`src/rtl/pc_sequencer_if.sv`:
```
// Request/response bundle between a control unit and the PC sequencer.
interface pc_sequencer_if;
  logic [7:0]  mem_rdata;
  logic        mem_ready;
  logic        fetch;
  logic        jump_req;
  logic [15:0] jump_addr;
  logic        branch_req;
  logic [7:0]  branch_offset;
  logic        vector_req;
  logic [1:0]  vector_sel;
  logic [15:0] pc;
  logic [15:0] mem_addr;
  logic        mem_rd;
  logic        busy;
  logic        op_done;

  modport master (
    output mem_rdata, mem_ready, fetch, jump_req, jump_addr,
           branch_req, branch_offset, vector_req, vector_sel,
    input  pc, mem_addr, mem_rd, busy, op_done
  );

  modport slave (
    input  mem_rdata, mem_ready, fetch, jump_req, jump_addr,
           branch_req, branch_offset, vector_req, vector_sel,
    output pc, mem_addr, mem_rd, busy, op_done
  );
endinterface

```
`src/rtl/pc_sequencer.sv`:
```
// Program counter sequencer: sequential fetch, absolute jump, relative
// branch with a page-crossing fix-up cycle, and two-byte vector loads.
module pc_sequencer #(
  parameter logic [15:0] RESET_VEC = 16'hFFFC,
  parameter logic [15:0] NMI_VEC   = 16'hFFFA,
  parameter logic [15:0] IRQ_VEC   = 16'hFFFE
) (
  input  logic           clk,
  input  logic           rst,
  pc_sequencer_if.slave  bus
);

  typedef enum logic [1:0] {VEC_LO, VEC_HI, RUN, BR_FIX} state_t;

  state_t      state;
  logic [15:0] pc_r;
  logic [15:0] vec_addr;
  logic [7:0]  lo_byte;
  logic        br_neg;
  logic        done_pend;
  logic        op_done_r;

  logic [8:0]  br_sum;
  logic        br_cross;
  logic [15:0] sel_vec;

  // Low-byte branch sum and page-crossing detection from the carry and offset sign.
  always_comb begin
    br_sum   = {1'b0, pc_r[7:0]} + {1'b0, bus.branch_offset};
    br_cross = bus.branch_offset[7] ? ~br_sum[8] : br_sum[8];
  end

  // Vector low-byte address chosen by vector_sel.
  always_comb begin
    sel_vec = IRQ_VEC;
    case (bus.vector_sel)
      2'd0:    sel_vec = RESET_VEC;
      2'd1:    sel_vec = NMI_VEC;
      default: sel_vec = IRQ_VEC;
    endcase
  end

  assign bus.pc       = pc_r;
  assign bus.mem_addr = (state == VEC_LO) ? vec_addr :
                        (state == VEC_HI) ? vec_addr + 16'd1 : pc_r;
  assign bus.mem_rd   = (state == VEC_LO) || (state == VEC_HI);
  assign bus.busy     = (state != RUN);
  assign bus.op_done  = op_done_r;

  // Sequencer state, PC and completion strobe. op_done is delayed one cycle
  // behind the final PC update through done_pend.
  always_ff @(posedge clk) begin
    if (rst) begin
      state     <= VEC_LO;
      pc_r      <= '0;
      lo_byte   <= '0;
      vec_addr  <= RESET_VEC;
      br_neg    <= 1'b0;
      done_pend <= 1'b0;
      op_done_r <= 1'b0;
    end else begin
      op_done_r <= done_pend;
      done_pend <= 1'b0;
      case (state)
        RUN: begin
          if (bus.vector_req) begin
            vec_addr <= sel_vec;
            state    <= VEC_LO;
          end else if (bus.jump_req) begin
            pc_r      <= bus.jump_addr;
            done_pend <= 1'b1;
          end else if (bus.branch_req) begin
            pc_r[7:0] <= br_sum[7:0];
            br_neg    <= bus.branch_offset[7];
            if (br_cross) state <= BR_FIX;
            else          done_pend <= 1'b1;
          end else if (bus.fetch) begin
            pc_r <= pc_r + 16'd1;
          end
        end
        BR_FIX: begin
          pc_r[15:8] <= br_neg ? pc_r[15:8] - 8'd1 : pc_r[15:8] + 8'd1;
          state      <= RUN;
          done_pend  <= 1'b1;
        end
        VEC_LO: begin
          if (bus.mem_ready) begin
            lo_byte <= bus.mem_rdata;
            state   <= VEC_HI;
          end
        end
        VEC_HI: begin
          if (bus.mem_ready) begin
            pc_r      <= {bus.mem_rdata, lo_byte};
            state     <= RUN;
            done_pend <= 1'b1;
          end
        end
        default: state <= RUN;
      endcase
    end
  end

endmodule

```
`src/flat_wrapper.sv`:
```
// flat-port wrapper written by rule: the top's interface ports become plain ports
module pc_sequencer_flat 
#(
  parameter logic [15:0] RESET_VEC = 16'hFFFC,
  parameter logic [15:0] NMI_VEC   = 16'hFFFA,
  parameter logic [15:0] IRQ_VEC   = 16'hFFFE
)
  (clk, rst, bus_mem_rdata, bus_mem_ready, bus_fetch, bus_jump_req, bus_jump_addr, bus_branch_req, bus_branch_offset, bus_vector_req, bus_vector_sel, bus_pc, bus_mem_addr, bus_mem_rd, bus_busy, bus_op_done);
  pc_sequencer_if bus_i ();
  input  logic clk;
  input  logic rst;
  input wire logic [$bits(bus_i.mem_rdata)-1:0] bus_mem_rdata;
  input wire logic [$bits(bus_i.mem_ready)-1:0] bus_mem_ready;
  input wire logic [$bits(bus_i.fetch)-1:0] bus_fetch;
  input wire logic [$bits(bus_i.jump_req)-1:0] bus_jump_req;
  input wire logic [$bits(bus_i.jump_addr)-1:0] bus_jump_addr;
  input wire logic [$bits(bus_i.branch_req)-1:0] bus_branch_req;
  input wire logic [$bits(bus_i.branch_offset)-1:0] bus_branch_offset;
  input wire logic [$bits(bus_i.vector_req)-1:0] bus_vector_req;
  input wire logic [$bits(bus_i.vector_sel)-1:0] bus_vector_sel;
  output wire logic [$bits(bus_i.pc)-1:0] bus_pc;
  output wire logic [$bits(bus_i.mem_addr)-1:0] bus_mem_addr;
  output wire logic [$bits(bus_i.mem_rd)-1:0] bus_mem_rd;
  output wire logic [$bits(bus_i.busy)-1:0] bus_busy;
  output wire logic [$bits(bus_i.op_done)-1:0] bus_op_done;
  assign bus_i.mem_rdata = bus_mem_rdata;
  assign bus_i.mem_ready = bus_mem_ready;
  assign bus_i.fetch = bus_fetch;
  assign bus_i.jump_req = bus_jump_req;
  assign bus_i.jump_addr = bus_jump_addr;
  assign bus_i.branch_req = bus_branch_req;
  assign bus_i.branch_offset = bus_branch_offset;
  assign bus_i.vector_req = bus_vector_req;
  assign bus_i.vector_sel = bus_vector_sel;
  assign bus_pc = bus_i.pc;
  assign bus_mem_addr = bus_i.mem_addr;
  assign bus_mem_rd = bus_i.mem_rd;
  assign bus_busy = bus_i.busy;
  assign bus_op_done = bus_i.op_done;
  pc_sequencer #(.RESET_VEC(RESET_VEC), .NMI_VEC(NMI_VEC), .IRQ_VEC(IRQ_VEC)) u_core (.clk(clk), .rst(rst), .bus(bus_i));
endmodule
```
`config.mk`:
```
export PLATFORM = sky130hd
export DESIGN_NAME = pc_sequencer_flat
export DESIGN_NICKNAME = d
export VERILOG_FILES = /design/src/rtl/pc_sequencer_if.sv /design/src/rtl/pc_sequencer.sv /design/src/flat_wrapper.sv
export SDC_FILE = /design/constraint.sdc
export NUM_CORES = 1
export LEC_CHECK = 0
export BUFFER_PORTS_ARGS = -buffer_cell sky130_fd_sc_hd__buf_4
export CAP_MARGIN = 10
export CORE_ASPECT_RATIO = 1.1
export CORE_MARGIN = 4
export CORE_UTILIZATION = 25
export CTS_CLUSTER_SIZE = 20
export DETAILED_ROUTE_END_ITERATION = 8
export SLEW_MARGIN = 20
export SYNTH_ARGS = -nofsm -noshare
export SYNTH_HDL_FRONTEND = slang
export SYNTH_SLANG_ARGS = --single-unit
```
`constraint.sdc`:
```
create_clock -name clk -period 2.1 [get_ports clk]
set_input_delay 0.42 -clock clk [delete_from_list [all_inputs] [get_ports clk]]
set_output_delay 0.42 -clock clk [all_outputs]
set_load 0.005 [all_outputs]
```
==> out/qor.txt <==
vias per cell: 5.04
dpl hpwl: 7.97 mm
simple logic cell fraction of the synthesized area: 0.267
Num CTS Buffers: 5
synthesized area: 2780 um2
final worst-path cycle share: 0.965
Initial Util: 0.255
leading area contributor after synthesis: dfxtp_1
Max Slew Vio Count: 0
ant diodes: 0
Worst Skew: 0.00388 ns
post-synthesis mux area share: 0.0585
CTS Buffer Depth: 2
Core Region: 10900 um2
register area share after synthesis: 0.223
average routed wire per standard cell: 16.2 um
max-cap violations: 0
Worst Hold Class: input pin to flop
Worst Setup Path Type: flop to output pin
final setup fails: 0
Power Density: 591 nW/um2
DR pass1 iterations: 4
CP Launch Type: flop
Static Leakage: 0.00163 uW
most common cell in the netlist: nand2_1
remaining antenna violation count after routing: 0
Compound-Gate Fraction of Synth Area: 0.269
Rows: 40
clock transition at the registers of the reported paths: 0.05 ns
chip width: 109 um
CTS sink count: 31
Yosys reg bits: 31
DR iter-0 viols: 251
status: finished clean
Final Net Count: 523
Max Clk Rate: 0.494 GHz
gr usage total: 0.154
minimum clock period: 2.03 ns
worst hold slack: 0.398 ns
full die area: 12900 um2
Tightest Pin Transition: 0.568 ns
Buffers on Ports: 75
maximum vdd drop: 248 uV
Net Count, Synth: 426
Post-CTS Repair Setup Buffers: 0
cells after synthesis: 368
dpl cells: 605
Die Ht: 119 um
largest net degree at the start of global routing: 27
Setup crit end kind: output pin
grt ovf: 0
RSZ-0062 raised after global routing: no
routed via count: 3089
largest cells by area after synthesis: dfxtp_1, ha_1, mux2i_1
num ports: 76
largest family of logic cells by synthesized area: compound AO/OA/AOI/OAI gates
first-pass GRT wire length: 15.7 mm
Critical Path RT: 1.68 ns
Root Buffer: clkbuf_16
CTS tree: built
drt drc: 0
worst-path maximum fanout: 16
Synth Area in Adders: 0.0819
layout cells sized above 1: 0.298
final hold violation count: 0
slew margin rel.: 0.617
Mapped Avg Cell Area: 7.55 um2
async set-reset flop share out of synthesis: 0
H-tree depth: 2
post-synthesis xor/xnor area fraction: 0.0410
initial antenna violation count: 0
Synth top cells by count: nand2_1, dfxtp_1, nor2_1
number of synthesized flops with an enable pin: 0
fillers: 1193
clock latency at the later pin of the worst-skew pair: 0.28 ns
area delta synth->final: 40.3%
vias in the first global route: 2986
Post-Route WL: 9.95 mm
synth unique cells: 61
Synth top area share: 0.223
Synth warnings: 0
non-filler cells, final: 613
GPL Wtd Cong: 0.859
Synth Flop Type: dfxtp_1
Post-CTS Hold Buffers: 0
crit path DAT: 1.61 ns
## stage by stage
step	setup WS, ns	TNS [ns]	total power (uW)	utilization	cell area, um2
2_1_floorplan	0.0944	0	1200	-	2780
3_3_place_gp	-0.125	-0.235	1590	0.340	3710
3_5_place_dp	-0.126	-0.248	1600	0.340	3710
4_1_cts	0.0621	0	2300	0.353	3850
5_1_grt	0.000104	0	2440	0.357	3900
6_report	0.0743	0	2300	0.357	3900
## state kept, by name (all words and copies together), names as in the netlist
name / flops
u_core.vec_addr: 2
u_core.bus.op_done: 1
u_core.done_pend: 1
u_core.state: 2
u_core.bus.pc: 16
u_core.lo_byte: 8
u_core.br_neg: 1
## routing by layer
layer,share of wire,wire length [um],global-route usage,vias to the layer above
met4,0.028,283,0.0560,0
met5,0,0,0,-
met3,0.050,502,0.0273,21
met2,0.48,4810,0.259,93
li1,-,-,-,1546
met1,0.44,4350,0.196,1429
## power by group
group | internal, uW | total [uW] | leakage, uW | switching (uW)
clock network | 437 | 694 | 0.0000679 | 256
registers | 647 | 718 | 0.000254 | 71.0
logic | 442 | 890 | 0.00131 | 448
total | 1530 | 2300 | 0.00163 | 775
## kinds of logic after synthesis
group,Yosys count
AND/OR/NAND/NOR,141
AO/OA/AOI/OAI,110
buffers and inverters,40
flip-flops,31
adder cells (fa/ha/maj),17
multiplexers,16
XOR/XNOR,13
## cells in the final DEF (no fill, tap or decap), types with 14 or more instances in the layout
master	n
o21ai_0	21
nand3_1	17
a21oi_1	20
nor2_1	31
inv_1	15
mux2i_1	14
buf_4	114
dfxtp_1	30
nand2b_1	15
nand2_1	35
## area by class of cell
class	instances	area, um2	area share
clock inverter	1	5.00	0.00128
tap	147	184	0.0472
timing repair buffer	114	856	0.220
multi-input combinational	297	2040	0.523
inverter	16	60.1	0.0154
clock buffer	7	133	0.0340
sequential	31	622	0.160
## what timing repair did
item,4_1_cts,5_1_grt
endpoints found under the setup margin,0,5
gates resized for setup,0,8
hold endpoints to repair,0,0
## final timing paths
kind,from,end,slack (ns),depth (start not counted)
max reg2reg,u_core.bus.pc[0],u_core.done_pend,0.09,7
min,bus_mem_rdata[4],u_core.lo_byte[4],0.40,3
max,u_core.state[1],bus_mem_addr[1],0.07,3
min reg2reg,u_core.vec_addr[1],u_core.vec_addr[1],0.47,2
## worst max-delay path: stages (launching register included)
cell and delay [ns]:
dfxtp_1 0.51, buf_4 0.31, mux2_2 0.36, buf_4 0.14
No activity file was read; power rests on OpenSTA's default activity.
